File: config.mk
export PLATFORM = sky130hd
export DESIGN_NAME = vending_machine_param
export DESIGN_NICKNAME = d
export VERILOG_FILES = /design/src/rtl/vending_machine_param.sv
export SDC_FILE = /design/constraint.sdc
export NUM_CORES = 1
export LEC_CHECK = 0
export CAP_MARGIN = 15
export CORE_MARGIN = 2
export CORE_UTILIZATION = 49
export DETAILED_ROUTE_END_ITERATION = 6
export DONT_BUFFER_PORTS = 1
export PLACE_DENSITY_LB_ADDON = 0.2
export SKIP_LAST_GASP = 1
export SLEW_MARGIN = 5
export SYNTH_ARGS = -nofsm -noshare
export SYNTH_HDL_FRONTEND = slang
export SYNTH_SLANG_ARGS = --single-unit
File: constraint.sdc
create_clock -name clock -period 3.8 [get_ports clock]
set_input_delay 0.76 -clock clock [delete_from_list [all_inputs] [get_ports clock]]
set_output_delay 0.76 -clock clock [all_outputs]
set_load 0.01 [all_outputs]
File: src/rtl/vending_machine_param.sv
// Parametrised multi-item vending controller: coin credit, per-item stock,
// validated purchases, largest-first change return, cancel, timeout and restock.
module vending_machine_param #(
  parameter int                          NUM_ITEMS  = 4,
  parameter int                          SEL_W      = 2,
  parameter int                          VAL_W      = 6,
  parameter logic [NUM_ITEMS*VAL_W-1:0]  PRICES     = {6'd15, 6'd12, 6'd10, 6'd5},
  parameter int                          STOCK_W    = 4,
  parameter int                          STOCK_INIT = 3,
  parameter int                          TIMEOUT    = 255
) (
  input  logic                 clock,
  input  logic                 reset_n,
  input  logic [1:0]           coin_in,
  input  logic [SEL_W-1:0]     sel,
  input  logic                 buy,
  input  logic                 cancel,
  input  logic                 restock,
  output logic                 dispense,
  output logic [SEL_W-1:0]     item_out,
  output logic [1:0]           change_out,
  output logic                 coin_reject,
  output logic                 error,
  output logic [VAL_W-1:0]     credit,
  output logic [NUM_ITEMS-1:0] sold_out,
  output logic                 busy
);

  localparam int TMR_W = $clog2(TIMEOUT + 1);

  typedef enum logic [1:0] {S_IDLE, S_COLLECT, S_VEND, S_CHANGE} state_t;

  state_t             state;
  logic [SEL_W-1:0]   sel_q;
  logic [TMR_W-1:0]   timer;
  logic [STOCK_W-1:0] stock [NUM_ITEMS];

  logic [VAL_W-1:0]   coin_val;
  logic [VAL_W:0]     coin_sum;
  logic               coin_present;
  logic               coin_fits;
  logic               sel_valid;
  logic               sel_stocked;
  logic [VAL_W-1:0]   sel_price;
  logic [VAL_W-1:0]   vend_price;
  logic [VAL_W-1:0]   vend_rem;
  logic               buy_ok;
  logic [1:0]         change_code;
  logic [VAL_W-1:0]   change_val;
  logic               collect_idle;

  // NOTE: every signal gets a default at the top of always_comb so no path
  // leaves it unassigned; a missing default would infer a latch.
  always_comb begin
    coin_val = '0;
    case (coin_in)
      2'b01:   coin_val = VAL_W'(1);
      2'b10:   coin_val = VAL_W'(2);
      2'b11:   coin_val = VAL_W'(5);
      default: coin_val = '0;
    endcase
    coin_present = (coin_in != 2'b00);
    // One extra bit catches credit overflow instead of wrapping.
    coin_sum     = {1'b0, credit} + {1'b0, coin_val};
    coin_fits    = !coin_sum[VAL_W];

    sel_valid   = (int'(sel) < NUM_ITEMS);
    sel_price   = '0;
    sel_stocked = 1'b0;
    vend_price  = '0;
    for (int i = 0; i < NUM_ITEMS; i++) begin
      if (sel == SEL_W'(i)) begin
        sel_price   = PRICES[i*VAL_W +: VAL_W];
        sel_stocked = (stock[i] != '0);
      end
      if (sel_q == SEL_W'(i)) vend_price = PRICES[i*VAL_W +: VAL_W];
    end
    buy_ok   = sel_valid && sel_stocked && (credit >= sel_price);
    vend_rem = credit - vend_price;

    if (credit >= VAL_W'(5)) begin
      change_code = 2'b11;
      change_val  = VAL_W'(5);
    end else if (credit >= VAL_W'(2)) begin
      change_code = 2'b10;
      change_val  = VAL_W'(2);
    end else begin
      change_code = 2'b01;
      change_val  = VAL_W'(1);
    end

    // A COLLECT cycle with nothing accepted advances the inactivity timer.
    collect_idle = !cancel && !(buy && buy_ok) && !(!buy && coin_present && coin_fits);
  end

  // NOTE: sequential state uses non-blocking assignments only, so every
  // register samples the pre-edge values regardless of statement order.
  always_ff @(posedge clock or negedge reset_n) begin
    if (!reset_n) begin
      state       <= S_IDLE;
      sel_q       <= '0;
      timer       <= '0;
      credit      <= '0;
      dispense    <= 1'b0;
      item_out    <= '0;
      change_out  <= 2'b00;
      coin_reject <= 1'b0;
      error       <= 1'b0;
      busy        <= 1'b0;
      sold_out    <= {NUM_ITEMS{STOCK_INIT == 0}};
      // NOTE: the stock array is a handful of flops with a defined power-up
      // value, so it is reset explicitly rather than left to a RAM.
      for (int i = 0; i < NUM_ITEMS; i++) stock[i] <= STOCK_W'(STOCK_INIT);
    end else begin
      dispense    <= 1'b0;
      item_out    <= '0;
      change_out  <= 2'b00;
      coin_reject <= 1'b0;
      error       <= 1'b0;

      case (state)
        S_IDLE: begin
          error <= buy;
          if (restock) begin
            for (int i = 0; i < NUM_ITEMS; i++) stock[i] <= STOCK_W'(STOCK_INIT);
            sold_out <= {NUM_ITEMS{STOCK_INIT == 0}};
          end
          if (coin_present) begin
            state  <= S_COLLECT;
            credit <= coin_val;
            timer  <= '0;
          end
        end

        S_COLLECT: begin
          if (cancel) begin
            state       <= S_CHANGE;
            busy        <= 1'b1;
            coin_reject <= coin_present;
          end else if (buy) begin
            coin_reject <= coin_present;
            if (buy_ok) begin
              sel_q <= sel;
              timer <= '0;
              state <= S_VEND;
              busy  <= 1'b1;
            end else begin
              error <= 1'b1;
            end
          end else if (coin_present) begin
            if (coin_fits) begin
              credit <= coin_sum[VAL_W-1:0];
              timer  <= '0;
            end else begin
              coin_reject <= 1'b1;
            end
          end
          if (collect_idle) begin
            if (timer == TMR_W'(TIMEOUT - 1)) begin
              timer <= '0;
              state <= S_CHANGE;
              busy  <= 1'b1;
            end else begin
              timer <= timer + TMR_W'(1);
            end
          end
        end

        S_VEND: begin
          coin_reject <= coin_present;
          error       <= buy;
          dispense    <= 1'b1;
          item_out    <= sel_q;
          credit      <= vend_rem;
          for (int i = 0; i < NUM_ITEMS; i++) begin
            if (sel_q == SEL_W'(i)) begin
              stock[i]    <= stock[i] - STOCK_W'(1);
              sold_out[i] <= (stock[i] == STOCK_W'(1));
            end
          end
          if (vend_rem != '0) begin
            state <= S_CHANGE;
          end else begin
            state <= S_IDLE;
            busy  <= 1'b0;
          end
        end

        S_CHANGE: begin
          coin_reject <= coin_present;
          error       <= buy;
          change_out  <= change_code;
          credit      <= credit - change_val;
          if (credit == change_val) begin
            state <= S_IDLE;
            busy  <= 1'b0;
          end
        end

        default: begin
          state <= S_IDLE;
          busy  <= 1'b0;
        end
      endcase
    end
  end

endmodule

Word-level counts from Yosys, hierarchy flattened
Index checks and enable logic that the tools add are counted.
{"block": "word_totals", "register_bits": 46, "input_bits": 9, "wordCells": 171}
{"block": "op_classes", "n_addsub": 8, "magnitude_cmp": 3, "eq_ne": 34, "mux": 73, "bitwise": 1, "reduce_logical": 34}
{"operator": "6-bit 2-to-1 mux", "n": 11}
{"operator": "8-bit 2-to-1 mux", "n": 8}
{"operator": "16-bit one-hot mux with 2 select lines", "n": 1}
{"operator": "2-bit 2-to-1 mux", "n": 13}
{"operator": "2-bit != test, second input constant", "n": 12}
{"operator": "6-bit one-hot mux with 4 select lines", "n": 1}
{"operator": "1-bit 2-to-1 mux", "n": 23}
{"operator": "4-bit 2-to-1 mux", "n": 5}
{"operator": "2-bit equality test, second input constant", "n": 8}
{"operator": "4-bit by 1-bit equality test with 1-bit output, second input constant", "n": 4}
{"operator": "16-bit 2-to-1 mux", "n": 1}
{"operator": "8-bit one-hot mux with 2 select lines", "n": 1}
{"operator": "4-bit nonzero test", "n": 4}
{"operator": "4-bit by 1-bit subtractor with 4-bit output, second input constant", "n": 4}
{"operator": "3-bit AND reduction", "n": 5}
{"operator": "4-bit != test, second input constant", "n": 3}
{"operator": "6-bit subtractor", "n": 2}
{"operator": "3-bit 2-to-1 mux", "n": 3}
{"operator": "3-bit one-hot mux with 3 select lines", "n": 1}
{"operator": "8-bit by 1-bit adder with 8-bit output, second input constant", "n": 1}
{"operator": "2-bit by 1-bit equality test with 1-bit output, second input constant", "n": 4}
{"operator": "8-bit equality test, second input constant", "n": 1}
{"operator": "2-bit one-hot mux with 4 select lines", "n": 1}
{"operator": "4-bit one-hot mux with 2 select lines", "n": 1}
{"operator": "other kinds (21)", "n": 35}

Longest topological paths before layout
Gate-level depths: netlist (run 1).
{"block": "depth", "word_depth": 13, "depth_mapped": 12, "mapped_depth_nobuf": 12}

Worst setup path before layout (run 1)
No wires, ideal clock.
{"block": "synth_path", "path_kind": "reg2reg", "startpoint": "reg credit[5]", "endpoint": "reg credit[2]", "t_arrival_ps": 2599, "required_time_ps": 3675, "path_slack_ps": 1076, "path_stages_with_launch": 10, "n_path_buf": 1, "cell_sequence": "dfrtp_1 clkbuf_2 nor3_1 and2_1 o21ai_0 ha_1 fa_1 xnor2_1 mux4_2 mux2_4"}
{"block": "synth_via", "elab_chain_len": 5, "elab_cells_between_ends": 9}
{"element": "from (decl)", "line": "24", "rtl": "output logic [VAL_W-1:0] credit,"}
{"element": "from (signal assigned)", "line": "130", "rtl": "credit <= coin_val;"}
{"element": "from (signal assigned)", "line": "152", "rtl": "credit <= coin_sum[VAL_W-1:0];"}
{"element": "from (signal assigned)", "line": "174", "rtl": "credit <= vend_rem;"}
{"element": "6-bit by 2-bit greater-or-equal comparator with 1-bit output", "line": "84", "rtl": "end else if (credit >= VAL_W'(2)) begin"}
{"element": "2-bit 2-to-1 mux", "line": "84"}
{"element": "3-bit 2-to-1 mux", "line": "81", "rtl": "if (credit >= VAL_W'(5)) begin"}
{"element": "6-bit subtractor", "line": "193", "rtl": "credit <= credit - change_val;"}
{"element": "6-bit one-hot mux with 4 select lines", "line": "121", "rtl": "case (state)"}
Parallel ways exist; a longest one is shown, timed or not.
A chain may end at the register's enable or synchronous reset.

Worst setup path after layout (run 1)
{"block": "layout_path", "startpoint": "reg credit[4]", "endpoint": "reg credit[2]"}
The elaborated chain is that of the path after synthesis.

==> flow_summary.json, run 1 <==
{
  "core_area_mm2": 0.00628,
  "cts.sinks": 46,
  "slew_headroom_pct": 48.6,
  "p_leak_nw": 1.46,
  "final_nets": 385,
  "final.min_clock_period_ns": 2.93,
  "vias_per_cell": 5.58,
  "hpwl_um": 4670,
  "clk_latency_ns": 0.30,
  "hold_buffers": 0,
  "initial_core_util_pct": 50.1,
  "seq_power_share_pct": 40.3,
  "antenna_found_initial": 0,
  "die_area_mm2": 0.00707,
  "track_usage_pct": 19.2,
  "grt_max_degree": 47,
  "post_cts_resized": 0,
  "drt_iter0_drc": 136,
  "synth.distinct_cells": 56,
  "pre_cts_ws_ns": 0.904,
  "die_h_um": 84.1,
  "worstPathRequired_ns": 3.99,
  "worst_slack_ns": 0.870,
  "skew_ns": 0.00782,
  "ys_warn_count": 0,
  "vias": 2325,
  "synth.avg_cell_area_um2": 9.11,
  "clkTransAtPathRegs_ns": 0.10,
  "cts_buffer_depth": 2,
  "crit_start": "credit[4]",
  "grt_overflow": 0,
  "placed_cells": 409,
  "clkPwrFrac_pct": 12.8,
  "power_density_mw_per_mm2": 756,
  "combPwrFrac_pct": 46.9,
  "placementRows": 29,
  "num_io_pins": 27,
  "r2r_start": "credit[4]",
  "p_total_mw": 2.47,
  "path_class": "register to register",
  "first_pass_iters": 4,
  "hold_violations": 0,
  "outcome": "completed",
  "sw_frac_of_total_pct": 43.7,
  "synthToLayoutAreaGrowth_pct": 3.94,
  "final-instance-count-excl-fill": 417,
  "numCtsBuffers": 5,
  "cap_violations": 0,
  "seq_area_frac_synth_pct": 36.9,
  "critPathLaunchType": "register",
  "cp-end-kind": "register",
  "min_path_type": "input pin to async pin",
  "internal_power_mw": 1.39,
  "slew_violations": 0,
  "synth_nets": 391,
  "antenna_cells": 0,
  "syn-cell-area_mm2": 0.00314,
  "finalSetupViolations": 0,
  "place_congestion": 0.818,
  "fin_crit_sh_pct": 77.1,
  "h-tree-depth": 2,
  "wl_um": 6420,
  "ys_ff_latch": 46,
  "drive_gt1_share_pct": 8.24,
  "antenna_left": 0,
  "switching_power_mw": 1.08,
  "synthCells": 345,
  "routedWlPerCell_um": 15.4,
  "die_w_um": 84.1,
  "cp.arrival_ns": 3.12,
  "cts_tree": "yes",
  "setup_tns_ns": 0,
  "ir_drop_uv": 501,
  "tightest_slew_ns": 0.771,
  "io_buffers": 0,
  "grt_pass1_wl_um": 11100,
  "grt_pass1_vias": 2239,
  "post-cts-setup-buffers": 0,
  "crit_fanout": 12,
  "drc": 0,
  "rsz0062_at_grt": "no",
  "fmax_ghz": 0.341,
  "root_buffer": "clkbuf_8"
}
[area by class of cell]
cell class | count | area [um^2]
clock buffer | 5 | 68.8
sequential | 46 | 1160
fill | 589 | 3010
multi-input combinational | 252 | 1790
clock inverter | 3 | 23.8
tap | 77 | 96.3
inverter | 34 | 128
[synthesized netlist by cell type (all sizes together)]
library cell / instances / area share (%)
a211oi: 2 / 0.48
a21o: 4 / 0.96
a21oi: 19 / 3.0
a22o: 1 / 0.28
a22oi: 3 / 0.72
a2bb2oi: 1 / 0.28
a31oi: 10 / 2.0
a32o: 3 / 0.96
and2: 4 / 0.80
and3: 5 / 1.2
buf: 6 / 1.2
clkbuf: 7 / 0.88
clkinv: 1 / 0.12
dfrtp: 38 / 30
dfstp: 8 / 6.7
fa: 3 / 1.9
ha: 34 / 14
inv: 33 / 3.9
mux2: 1 / 0.48
mux2i: 6 / 1.9
mux4: 2 / 1.4
nand2: 25 / 3.1
nand2b: 6 / 1.2
nand3: 9 / 1.6
nand3b: 1 / 0.24
nand4: 3 / 0.60
nor2: 38 / 4.7
nor2b: 1 / 0.20
nor3: 11 / 1.8
nor3b: 2 / 0.48
nor4: 3 / 0.60
nor4b: 2 / 0.76
o21a: 2 / 0.48
o21ai: 17 / 2.7
o21bai: 2 / 0.48
o221a: 1 / 0.36
o22ai: 4 / 0.80
o2bb2ai: 1 / 0.28
o31ai: 5 / 1.4
o32ai: 1 / 0.28
or2: 1 / 0.20
or3: 4 / 0.80
or4: 1 / 0.24
xnor2: 6 / 1.7
xor2: 8 / 2.2
[final timing paths]
path | cells past startpoint | slack, ns | endpoint
setup / recovery | 8 | 0.87 | credit[2]
hold / removal | 0 | 0.14 | sold_out[0]
setup reg to reg | 8 | 0.87 | credit[2]
hold reg to reg | 2 | 0.53 | stock[9]
max in group asynchronous | 0 | 3.48 | stock[4]
min in group clock | 2 | 0.53 | stock[9]
[cell families (layout without fill, tap and decap cells)]
group	Yosys count	after routing	share of synthesized area [%]
mux	9	9	3.82
compound gates	76	76	15.4
simple gates	116	116	18.4
flops	46	46	36.9
fa+ha+maj	37	37	15.4
buf+inv	47	42	6.13
xor+xnor	14	14	3.90
[critical path: stages (launching register included)]
cell and delay (ns):
dfrtp_1 0.55, nor3_1 0.32, and2_1 0.21, o21ai_0 0.19, ha_1 0.28, fa_1 0.41
xnor2_1 0.14, mux4_2 0.45, mux2_4 0.27
[per-stage QoR]
stage	hold WS, ns	util, %	instance area [um^2]
final	0.135	52.0	3270
after floorplan	0.464	-	3140
after global routing	0.116	52.0	3270
after detailed placement	0.466	50.6	3170
after CTS	0.122	52.0	3270
after global placement	0.466	50.6	3170
[cells in the final DEF (no fill, tap or decap), types with 2 or more instances in the layout]
cell type    n
dfrtp_1     38
nor2_1      36
ha_1        34
inv_1       33
nand2_1     24
a21oi_1     19
o21ai_0     13
nor3_1      11
a31oi_1     10
nand3_1      8
xor2_1       8
dfstp_2      8
nand2b_1     6
mux2i_1      6
xnor2_1      6
clkbuf_8     5
and2_1       4
o31ai_1      4
and3_1       4
or3_1        4
o22ai_1      4
a21o_1       4
o21ai_1      4
a32o_1       3
nor4_1       3
nand4_1      3
a22oi_1      3
fa_1         3
nor2_2       2
a211oi_1     2
nor3b_1      2
o21a_1       2
o21bai_1     2
mux4_2       2
clkinvlp_4   2
[sequential cells by signal, summed over array words and instances, names as in the netlist, 2 cells and up]
register / count
stock: 16
timer: 8
credit: 6
sold_out: 4
change_out: 2
item_out: 2
sel_q: 2
state: 2
[routing by layer]
metal	vias to the layer above	global-route usage [%]	share of wire [%]
met5	-	0	0
met2	48	30.7	47
met1	1085	26.9	48
li1	1183	-	-
met4	0	5.57	1.2
met3	9	3.26	4.2
[power groups by stage]
| stage | Combinational, mW | Clock, mW | Sequential [mW] |
|---|---|---|---|
| after detailed placement | 1.15 | 0 | 1.01 |
| after global routing | 1.33 | 0.348 | 1.03 |
| after CTS | 1.16 | 0.331 | 0.996 |
| after floorplan | 1.00 | 0 | 0.896 |
| after global placement | 1.13 | 0 | 0.998 |
| final | 1.16 | 0.316 | 0.995 |
Note: power is estimated with default switching activity, not from simulation.
==> run 2, diff against run 1 <==
==> constraint.sdc (replaced) <==
create_clock -name clock -period 2.9 [get_ports clock]
set_input_delay 0.58 -clock clock [delete_from_list [all_inputs] [get_ports clock]]
set_output_delay 0.58 -clock clock [all_outputs]
set_load 0.01 [all_outputs]
==> run 2 against run 1 <==
First-iteration DRC count decreased by 21%. Design area rose by 2.9%. Total power rose by 38%. Sequential share of layout area shrank 0.99 points. Critical path depth is the same. Cell count rose by 2.2%. Hold slack got worse by 0.022 ns. Count of clock-buffer cells in the layout is 2 higher. Core utilization grew 1.5 points. Register-to-register slack lost 0.67 ns.
==> flow_summary.json, run 2 (synthesized netlist as in run 1, its figures left out) <==
{
  "outcome": "completed",
  "worstPathRequired_ns": 3.09,
  "sw_frac_of_total_pct": 42.1,
  "skew_ns": 0.00486,
  "largest_reg_flops": 16,
  "core_area_mm2": 0.00628,
  "initial_core_util_pct": 50.1,
  "wl_um": 6620,
  "switching_power_mw": 1.44,
  "min_path_type": "input pin to async pin",
  "regMostFlops": "stock",
  "reg2reg_slack_ns": 0.20,
  "final_common_cell": "dfrtp_1",
  "routedWlPerCell_um": 15.5,
  "clk_latency_ns": 0.30,
  "power_density_mw_per_mm2": 1020,
  "r2r_start": "credit[3]",
  "hpwl_um": 4780,
  "antenna_cells": 0,
  "grt_pass1_vias": 2438,
  "post_cts_resized": 0,
  "ir_drop_uv": 760,
  "placed_cells": 417,
  "place_congestion": 0.836,
  "antenna_left": 0,
  "slew_violations": 0,
  "cp.arrival_ns": 2.89,
  "finalSetupViolations": 0,
  "cp-end-kind": "register",
  "vias": 2407,
  "layout_common_cells": "dfrtp_1, nor2_1, ha_1",
  "ff2ff_path_depth": 8,
  "fin_crit_sh_pct": 93.2,
  "final.min_clock_period_ns": 2.70,
  "cts_tree": "yes",
  "critPathLaunchType": "register",
  "root_buffer": "clkbuf_8",
  "final_nets": 394,
  "top_regs": "stock x16, timer x8, credit x6",
  "fmax_ghz": 0.370,
  "placementRows": 29,
  "combPwrFrac_pct": 51.7,
  "h-tree-depth": 2,
  "setup_tns_ns": 0,
  "internal_power_mw": 1.98,
  "reg2reg_to": "credit[2]",
  "grt_pass1_wl_um": 11700,
  "nFillCells": 576,
  "drt_iter0_drc": 107,
  "grt_max_degree": 39,
  "tightest_slew_ns": 0.690,
  "cts.sinks": 46,
  "crit_start": "credit[3]",
  "die_h_um": 84.1,
  "path_class": "register to register",
  "clkPwrFrac_pct": 13.9,
  "crit_fanout": 4,
  "clkTransAtPathRegs_ns": 0.09,
  "first_pass_iters": 4,
  "cts_buffer_depth": 2,
  "p_leak_nw": 1.52,
  "grt_overflow": 0,
  "final-instance-count-excl-fill": 426,
  "slew_headroom_pct": 53.7,
  "seq_power_share_pct": 34.4,
  "vias_per_cell": 5.65,
  "drive_gt1_share_pct": 10.0,
  "synthToLayoutAreaGrowth_pct": 6.93,
  "numCtsBuffers": 5,
  "hold_violations": 0,
  "worstSetupEndpoint": "credit[2]",
  "die_w_um": 84.1,
  "antenna_found_initial": 0,
  "io_buffers": 0,
  "num_io_pins": 27,
  "die_area_mm2": 0.00707,
  "track_usage_pct": 20.3,
  "drc": 0,
  "finalCoreUtilization_pct": 53.5,
  "rsz0062_at_grt": "no",
  "cap_violations": 0
}
==> run 2: cell count changes in the layout (fill, tap and decap cells not counted), sizes merged <==
cell,delta
buf,+9
clkbuf,+2
clkinvlp,-2
bufinv,+1
inv,-1
==> run 2: per-stage QoR <==
step | area, um^2 | hold slack, ns | setup WS (ns) | total power [mW]
3_5_place_dp | 3230 | 0.286 | 0.203 | 2.93
4_1_cts | 3360 | 0.105 | 0.196 | 3.44
3_3_place_gp | 3230 | 0.286 | 0.291 | 2.89
5_1_grt | 3360 | 0.0998 | 0.0329 | 3.75
2_1_floorplan | 3140 | 0.284 | 0.176 | 2.49
6_report | 3360 | 0.113 | 0.198 | 3.42
==> run 2: how the worst min path moves through the flow <==
stage	start	cells past startpoint	end	slack [ns]
after floorplan	reset_n	0	busy	0.28
after global placement	reset_n	0	dispense	0.29
after detailed placement	reset_n	0	stock[10]	0.29
after CTS	reset_n	0	stock[9]	0.10
after global routing	reset_n	0	stock[12]	0.1
final	reset_n	0	stock[8]	0.11
==> run 2: what timing repair did <==
item                                    4_1_cts  5_1_grt
endpoints found under the setup margin        0        0
setup buffers                                 0        0
hold buffers                                  1        0
hold endpoints to repair                     38        0
==> run 2: routing by layer <==
layer | vias to the layer above | wire length, um | global-route usage (%)
met2 | 41 | 3090 | 32.0
met3 | 11 | 255 | 3.66
met4 | 0 | 119 | 6.60
met1 | 1143 | 3150 | 28.2
li1 | 1212 | - | -
met5 | - | 0 | 0
==> run 2: cell type report <==
type | instances | area, um^2 | share of cell area [%]
clock buffers | 7 | 76.3 | 2.27
clock inverters | 1 | 30.0 | 0.894
inverters | 34 | 128 | 3.80
multi-input cells | 252 | 1790 | 53.2
flip-flops and latches | 46 | 1160 | 34.5
well taps | 77 | 96.3 | 2.87
repair buffers | 9 | 80.1 | 2.38
==> run 2: critical path: stages, from the launching register on <==
cell and delay (ns):
dfrtp_1 0.38, nor3_1 0.29, and2_1 0.20, o21ai_0 0.19, ha_1 0.27, fa_1 0.41
xnor2_1 0.14, mux4_2 0.45, mux2_4 0.27
==> run 2: power by group through the flow <==
stage	Clock (mW)	Combinational [mW]	Sequential (mW)
2_1_floorplan	0	1.32	1.17
3_3_place_gp	0	1.71	1.19
3_5_place_dp	0	1.74	1.19
4_1_cts	0.492	1.77	1.18
5_1_grt	0.511	2.03	1.22
6_report	0.475	1.77	1.18
